File: src/rtl/sdsg_mc_if.sv
// sdsg_mc_if: sample/config/tap bundle for the multi-channel delay generator.
// The master side (stimulus source) drives the sample stream and the tap
// configuration; the slave side (sdsg_mc) returns the per-tap data and valids.
interface sdsg_mc_if #(
    parameter int WIDTH = 8,
    parameter int DEPTH = 256,
    parameter int TAPS  = 2
);
    localparam int AW = $clog2(DEPTH);
    localparam int TW = (TAPS > 1) ? $clog2(TAPS) : 1;

    logic                    en_i;
    logic [WIDTH-1:0]        data_i;
    logic                    flush_i;
    logic                    cfg_we_i;
    logic [TW-1:0]           cfg_tap_i;
    logic [AW-1:0]           cfg_delay_i;
    logic [TAPS*WIDTH-1:0]   data_o;
    logic [TAPS-1:0]         valid_o;

    modport master (
        output en_i, data_i, flush_i, cfg_we_i, cfg_tap_i, cfg_delay_i,
        input  data_o, valid_o
    );

    modport slave (
        input  en_i, data_i, flush_i, cfg_we_i, cfg_tap_i, cfg_delay_i,
        output data_o, valid_o
    );
endinterface

File: src/rtl/sdsg_mc.sv
// sdsg_mc: multi-channel selectable delay signal generator.
// Keeps the last DEPTH accepted samples in a circular buffer; each of TAPS
// taps reads that history at its own programmable delay (in accepted samples)
// and flags valid once enough samples have arrived since the last reset,
// flush or delay change.
// Optional build macro: SDSG_MC_OUTREG_EN registers data_o/valid_o, adding
// one clock of latency to every observable response.
module sdsg_mc #(
    parameter int               WIDTH     = 8,
    parameter int               DEPTH     = 256,
    parameter int               TAPS      = 2,
    parameter logic [WIDTH-1:0] RESET_VAL = '0
) (
    input  logic        clk_i,
    input  logic        rst_n_i,
    sdsg_mc_if.slave    bus
);
    localparam int AW = $clog2(DEPTH);
    localparam int TW = (TAPS > 1) ? $clog2(TAPS) : 1;
    // Fill counters need one extra bit so they can hold DEPTH itself.
    localparam logic [AW:0] FILL_MAX = (AW+1)'(DEPTH);

    // History buffer: deliberately not reset, stale entries are masked by fill.
    logic [WIDTH-1:0]      mem_q [DEPTH];

    logic [AW-1:0]         wptr_q, wptr_d;
    logic [AW:0]           fill_q  [TAPS];
    logic [AW:0]           fill_d  [TAPS];
    logic [AW-1:0]         delay_q [TAPS];
    logic [AW-1:0]         delay_d [TAPS];

    logic                  accept;
    logic [TAPS-1:0]       cfg_hit;
    logic [AW-1:0]         rd_addr [TAPS];
    logic [TAPS*WIDTH-1:0] data_c;
    logic [TAPS-1:0]       valid_c;

    // Flush wins over a sample on the same edge; the flush-cycle sample is dropped.
    assign accept = bus.en_i & ~bus.flush_i;

    // Decode which tap (if any) the configuration write addresses; indices
    // beyond the last tap never match.
    always_comb begin
        cfg_hit = '0;
        for (int t = 0; t < TAPS; t++) begin
            cfg_hit[t] = bus.cfg_we_i && (bus.cfg_tap_i == TW'(t));
        end
    end

    // Next-state for write pointer, delays and fill counters.
    always_comb begin
        wptr_d = wptr_q;
        if (bus.flush_i) begin
            wptr_d = '0;
        end else if (accept) begin
            wptr_d = wptr_q + AW'(1);
        end

        for (int t = 0; t < TAPS; t++) begin
            delay_d[t] = delay_q[t];
            fill_d[t]  = fill_q[t];
            // A delay write still lands during a flush.
            if (cfg_hit[t]) begin
                delay_d[t] = bus.cfg_delay_i;
            end
            // A delay write restarts the window; a same-edge sample is not counted.
            if (bus.flush_i || cfg_hit[t]) begin
                fill_d[t] = '0;
            end else if (accept && (fill_q[t] != FILL_MAX)) begin
                fill_d[t] = fill_q[t] + (AW+1)'(1);
            end
        end
    end

    // Control state with asynchronous clear; delays return to 0 on reset.
    always_ff @(posedge clk_i or negedge rst_n_i) begin
        if (!rst_n_i) begin
            wptr_q <= '0;
            for (int t = 0; t < TAPS; t++) begin
                fill_q[t]  <= '0;
                delay_q[t] <= '0;
            end
        end else begin
            wptr_q <= wptr_d;
            for (int t = 0; t < TAPS; t++) begin
                fill_q[t]  <= fill_d[t];
                delay_q[t] <= delay_d[t];
            end
        end
    end

    // Sample storage at the current write pointer.
    always_ff @(posedge clk_i) begin
        if (accept) begin
            mem_q[wptr_q] <= bus.data_i;
        end
    end

    // Tap read: delay 0 is the most recent sample (one behind the write pointer);
    // the address wraps naturally in AW bits. Valid means fill >= delay+1.
    always_comb begin
        data_c  = '0;
        valid_c = '0;
        for (int t = 0; t < TAPS; t++) begin
            rd_addr[t] = wptr_q - AW'(1) - delay_q[t];
            valid_c[t] = fill_q[t] > {1'b0, delay_q[t]};
            data_c[t*WIDTH +: WIDTH] = valid_c[t] ? mem_q[rd_addr[t]] : RESET_VAL;
        end
    end

`ifdef SDSG_MC_OUTREG_EN
    logic [TAPS*WIDTH-1:0] data_q;
    logic [TAPS-1:0]       valid_q;

    // Registered outputs: one extra clock on every response, async cleared.
    always_ff @(posedge clk_i or negedge rst_n_i) begin
        if (!rst_n_i) begin
            data_q  <= {TAPS{RESET_VAL}};
            valid_q <= '0;
        end else begin
            data_q  <= data_c;
            valid_q <= valid_c;
        end
    end

    assign bus.data_o  = data_q;
    assign bus.valid_o = valid_q;
`else
    assign bus.data_o  = data_c;
    assign bus.valid_o = valid_c;
`endif

endmodule
File: src/flat_wrapper.sv
// flat-port wrapper written by rule: the top's interface ports become plain ports
module sdsg_mc_flat 
#(
    parameter int               WIDTH     = 8,
    parameter int               DEPTH     = 256,
    parameter int               TAPS      = 2,
    parameter logic [WIDTH-1:0] RESET_VAL = '0
)
  (clk_i, rst_n_i, bus_en_i, bus_data_i, bus_flush_i, bus_cfg_we_i, bus_cfg_tap_i, bus_cfg_delay_i, bus_data_o, bus_valid_o);
  sdsg_mc_if #(.WIDTH(WIDTH), .DEPTH(DEPTH), .TAPS(TAPS)) bus_i ();
  input  logic clk_i;
  input  logic rst_n_i;
  input wire logic [$bits(bus_i.en_i)-1:0] bus_en_i;
  input wire logic [$bits(bus_i.data_i)-1:0] bus_data_i;
  input wire logic [$bits(bus_i.flush_i)-1:0] bus_flush_i;
  input wire logic [$bits(bus_i.cfg_we_i)-1:0] bus_cfg_we_i;
  input wire logic [$bits(bus_i.cfg_tap_i)-1:0] bus_cfg_tap_i;
  input wire logic [$bits(bus_i.cfg_delay_i)-1:0] bus_cfg_delay_i;
  output wire logic [$bits(bus_i.data_o)-1:0] bus_data_o;
  output wire logic [$bits(bus_i.valid_o)-1:0] bus_valid_o;
  assign bus_i.en_i = bus_en_i;
  assign bus_i.data_i = bus_data_i;
  assign bus_i.flush_i = bus_flush_i;
  assign bus_i.cfg_we_i = bus_cfg_we_i;
  assign bus_i.cfg_tap_i = bus_cfg_tap_i;
  assign bus_i.cfg_delay_i = bus_cfg_delay_i;
  assign bus_data_o = bus_i.data_o;
  assign bus_valid_o = bus_i.valid_o;
  sdsg_mc #(.WIDTH(WIDTH), .DEPTH(DEPTH), .TAPS(TAPS), .RESET_VAL(RESET_VAL)) u_core (.clk_i(clk_i), .rst_n_i(rst_n_i), .bus(bus_i));
endmodule
File: config.mk
export PLATFORM = sky130hd
export DESIGN_NAME = sdsg_mc_flat
export DESIGN_NICKNAME = d
export VERILOG_FILES = /design/src/rtl/sdsg_mc_if.sv /design/src/rtl/sdsg_mc.sv /design/src/flat_wrapper.sv
export SDC_FILE = /design/constraint.sdc
export NUM_CORES = 2
export LEC_CHECK = 0
export BUFFER_PORTS_ARGS = -buffer_cell sky130_fd_sc_hd__buf_4
export CORE_ASPECT_RATIO = 1.4
export CORE_UTILIZATION = 28
export DETAILED_ROUTE_END_ITERATION = 10
export MAX_ROUTING_LAYER = met4
export PLACE_DENSITY_LB_ADDON = 0.25
export SYNTH_ARGS = -nofsm -noshare
export SYNTH_HDL_FRONTEND = slang
export SYNTH_SLANG_ARGS = --single-unit
File: constraint.sdc
create_clock -name clk_i -period 7.45 [get_ports clk_i]
set_input_delay 1.1175 -clock clk_i [delete_from_list [all_inputs] [get_ports clk_i]]
set_output_delay 1.1175 -clock clk_i [all_outputs]
set_load 0.05 [all_outputs]
Word-level counts from Yosys, hierarchy flattened
Memories as Yosys holds them, arrays and structs flattened.
Cells that the tools add are included.
{"block": "word_totals", "reg_bits": 42, "mem_bits_rw": 2048, "output_inout_bits": 18, "elab_cells": 38, "mem_count": 1}
{"name": "u_core.mem_q", "depth": 256, "width": 8, "read_ports": 2, "rd_ports_with_merged_regs": 0, "write_ports": 1, "line": "sdsg_mc.sv:24", "source": "logic [WIDTH-1:0] mem_q [DEPTH];"}
{"block": "op_classes", "add_sub_neg": 6, "magnitude_cmp": 2, "eq_ne": 2, "n_mux": 10, "bitwise_logic": 3, "reduce_logical": 9}
{"op": "2-to-1 mux 9 bit", "n": 4}
{"op": "2-to-1 mux 8 bit", "n": 4}
{"op": "adder 9 x 1 -> 9 bit (second input constant)", "n": 2}
{"op": "greater-than comparator 9 x 8 -> 1 bit", "n": 2}
{"op": "inequality test 9 bit (second input constant)", "n": 2}
{"op": "subtractor 8 bit", "n": 2}
{"op": "adder 8 x 1 -> 8 bit (second input constant)", "n": 1}
{"op": "subtractor 8 x 1 -> 8 bit (second input constant)", "n": 1}
{"op": "nonzero test 2 bit", "n": 3}
{"op": "logical AND 1 bit", "n": 4}
{"op": "logical OR 1 bit", "n": 2}
{"op": "2-to-1 mux 1 bit", "n": 2}
{"op": "inverter 1 bit", "n": 2}
{"op": "bitwise AND 1 bit", "n": 1}

Logic depth before layout (Yosys ltp)
{"block": "logic_depth", "ltp_word": 5, "ltp_mapped": 17, "mapped_depth_nobuf": 13}

Worst setup path after synthesis
OpenSTA, ideal clock, no wires.
{"block": "synth_path", "kind": "reg2out", "from": "register u_core.wptr_q[0]", "to": "output bus_data_o[14]", "t_arrival_ns": 5.616, "path_slack_ns": 0.716, "path_stages_with_launch": 14, "path_cell_list": "dfrtp_1 -> inv_1 -> ha_1 -> clkbuf_1 -> xor2_1 -> ha_1 -> nor2_1 -> a21oi_1 -> xnor2_2 -> buf_2 -> mux4_2 -> nor2_1 -> nor4_1 -> a2111oi_0"}
{"block": "synth_via", "elab_chain_len": 4}
{"item": "from (decl)", "line": "sdsg_mc.sv:26", "source": "logic [AW-1:0] wptr_q, wptr_d;"}
{"item": "from (signal assigned)", "line": "sdsg_mc.sv:84", "source": "wptr_q <= wptr_d;"}
{"item": "subtractor 8 x 1 -> 8 bit", "line": "sdsg_mc.sv:105", "source": "rd_addr[t] = wptr_q - AW'(1) - delay_q[t];"}
{"item": "subtractor 8 bit", "line": "sdsg_mc.sv:105"}
{"item": "memory read (256 x 8 bit)"}
{"item": "2-to-1 mux 8 bit", "line": "sdsg_mc.sv:107", "source": "data_c[t*WIDTH +: WIDTH] = valid_c[t] ? mem_q[rd_addr[t]] : RESET_VAL;"}
{"item": "to (decl)", "line": "flat_wrapper.sv:19", "source": "output wire logic [$bits(bus_i.data_o)-1:0] bus_data_o;"}
No other way between the ends.

Final worst setup path
{"block": "layout_path", "from": "register u_core.wptr_q[0]", "to": "output bus_data_o[11]"}
Same word-level chain as after synthesis.

==> qor.yml <==
postCtsHoldBufs: 0
syn_nets: 5135
pwr-share-comb: 0.384
clock_latency_ns: 0.89
crit_type: "reg2out"
internal_power_w: 0.0245
antenna_found_initial: 11
yosysSeqAreaShare: 0.632
hold_viol: 0
ff2ff_path_depth: 4
p_seq_frac: 0.343
critPathArrivalTime_ns: 6.30
syn2layout_area_growth_pct: 14.0
final_max_slew_viol_count: 0
wl_per_cell_um: 34.0
drcViolationCount: 0
status: "finished clean"
fin_crit_ns: 7.41
cts_buffers: 206
placementRows: 257
finalSetupViolCount: 0
drt.antenna.violating_nets: 0
synth_ff_type: "edfxtp_1"
placed_area_sq_mm: 0.106
p_clk_frac: 0.273
core_area_sq_mm: 0.351
die_y_um: 705
syn-cell-area_sq_mm: 0.0989
tightest_slew_ns: 1.34
p_sw_frac: 0.352
global_route.usage.total: 0.194
hold_path.class: "in2async"
worstPathRequired_ns: 6.33
gp_congestion: 0.874
vias_per_cell: 5.47
synth_edf_count: 2048
slew_headroom: 0.103
ys_seq_elements: 2090
nets: 5239
first_iter_violations: 6245
max_cap_violations: 0
yosysUniqueCellTypes: 73
leakage_nw: 34.5
pin_count: 40
routed_wl_mm: 340
clk_pin_slew_ns: 0.07
skew_ns: 0.0627
ys_async_sr_fraction: 0.0201
ctsRootBufferMaster: "clkbuf_16"
hpwl_mm: 220
period_share: 0.995
powerDensity_mw_per_mm2: 335
start_util: 0.282
peakVddDrop_mv: 0.299
postLayoutCoreUtil: 0.321
synthCells: 5073
num_vias: 54700
drive_gt1_frac: 0.345
cts_tree: "done"
first_pass_iters: 6
synth.avg_cell_area_sq_um: 19.5
grt.overflow.total: 0
reg2reg_slack_ns: 3.19
die_area_sq_mm: 0.356
first_global_vias: 56800
max_freq_mhz: 135
worstSetupEndpointType: "primary output"
die_w_um: 504
grt_max_degree: 148
cts_max_level: 4
crit_path_start_kind: "register"
cts.sinks: 2090
yosysWarnings: 0
power.net_switching_w: 0.0133
r2r_start: "u_core.wptr_q[3]"
grt_pass1_wl_mm: 471
final_cell_area_sq_mm: 0.113
cts_max_path_buffers: 4
crit_fanout: 22
io_buffers: 39
r2r_end: "u_core.mem_q[187][0]"
registers in the layout, summed over array words and instances (netlist names):
register / flops
u_core.mem_q: 2048
u_core.fill_q: 18
u_core.delay_q: 16
u_core.wptr_q: 8
worst max-delay path, cell delays in order (launching register included):
cell and delay [ns]:
dfrtp_2 0.52, inv_1 0.12, ha_1 0.32, inv_1 0.12, fa_4 0.80, buf_12 0.15
buf_12 0.13, buf_4 0.35, mux4_2 0.37, mux4_2 0.55, mux2i_1 0.53, o22ai_1 0.31
a21oi_1 0.29, nand4_1 0.44, buf_4 0.38
layout by cell type, fill, tap and decap left out, drive strengths merged, types with 19 or more instances in the layout:
| cell | n |
|---|---|
| a21oi | 23 |
| a311oi | 23 |
| and3 | 38 |
| buf | 282 |
| clkbuf | 263 |
| clkinv | 80 |
| dfrtp | 42 |
| edfxtp | 2048 |
| ha | 38 |
| inv | 37 |
| mux2i | 94 |
| mux4 | 1188 |
| nand2 | 387 |
| nand3 | 124 |
| nand4 | 40 |
| nor2 | 321 |
| o21ai | 27 |
| o22a | 19 |
| o22ai | 22 |
| xor2 | 20 |
worst max path at each step:
stage / startpoint / to / cells past startpoint
after CTS: u_core.wptr_q[0] / bus_data_o[6] / 14
after global routing: u_core.wptr_q[0] / bus_data_o[9] / 14
after floorplan: u_core.wptr_q[0] / bus_data_o[14] / 13
after detailed placement: u_core.wptr_q[0] / bus_data_o[12] / 14
after global placement: u_core.wptr_q[0] / bus_data_o[12] / 14
final: u_core.wptr_q[0] / bus_data_o[11] / 14
cells by family after synthesis:
group	count (synthesis)	synth area share
fa+ha+maj	40	0.00521
flops	2090	0.632
compound gates	218	0.0167
simple gates	971	0.0425
mux	1293	0.281
buf+inv	423	0.0184
xor+xnor	38	0.00366
synth_stat cells, drive strengths merged (7+ instances only):
library cell	instances	area share
xnor2	17	0.0016
nor2	321	0.012
nor2b	10	0.00063
dfrtp	42	0.011
a311oi	23	0.0020
nand2	386	0.015
inv	30	0.0011
o211ai	7	0.00072
xor2	20	0.0018
a211o	9	0.00080
o21ai	27	0.0014
nor3	11	0.00056
nand3	124	0.0063
o311ai	8	0.00071
clkbuf	181	0.0069
mux2i	94	0.0095
a21oi	23	0.0012
o22a	19	0.0017
o22ai	22	0.0014
edfxtp	2048	0.62
mux4	1188	0.27
buf	212	0.010
a21o	9	0.00068
nand4	40	0.0025
a211oi	9	0.00073
mux2	11	0.0013
ha	38	0.0048
a31oi	13	0.00082
and3	38	0.0025
a311o	8	0.00081
cell type report:
cell class                      instances  area (sq um)
Inverter                               30           113
Clock buffer                          258          5380
Tap cell                             4662          5830
Sequential cell                      2090         62600
Antenna cell                            6          15.0
Timing Repair Buffer                  288          2970
Clock inverter                        112           985
Fill cell                           33400        238000
Multi-Input combinational cell       2561         34900
routing by layer:
metal / part of all wire / global-route usage
met1: 0.38 / 0.233
met2: 0.51 / 0.327
met3: 0.059 / 0.0249
met4: 0.052 / 0.0859
met5: 0 / -
power by group through the flow:
| stage | Sequential [W] | Clock [W] | Combinational [W] |
|---|---|---|---|
| 2_1_floorplan | 0.0132 | 0 | 0.00853 |
| 3_3_place_gp | 0.0132 | 0 | 0.0143 |
| 3_5_place_dp | 0.0132 | 0 | 0.0144 |
| 4_1_cts | 0.0129 | 0.0105 | 0.0146 |
| 5_1_grt | 0.0129 | 0.0109 | 0.0149 |
| 6_report | 0.0129 | 0.0103 | 0.0145 |
per-stage QoR:
| step | hold WS [ns] | power (W) | TNS, ns | std cells | setup WS, ns |
|---|---|---|---|---|---|
| floorplan | 0.479 | 0.0217 | 0 | 5073 | 0.716 |
| detailed placement | 0.494 | 0.0275 | 0 | 9611 | 0.413 |
| finish | 0.234 | 0.0377 | 0 | 10000 | 0.0373 |
| CTS | 0.193 | 0.0380 | 0 | 10000 | 0.000902 |
| global route | 0.257 | 0.0387 | -0.000761 | 10000 | -0.000761 |
| global placement | 0.493 | 0.0275 | 0 | 9611 | 0.395 |
timing repair:
action                     in CTS  in global routing
setup buffers                  17                  1
setup endpoints to repair      15                  8
pin swaps                       7                  4
cloned                          2                  0
resized for setup              29                 14
No activity file was read; power rests on OpenSTA's default activity.
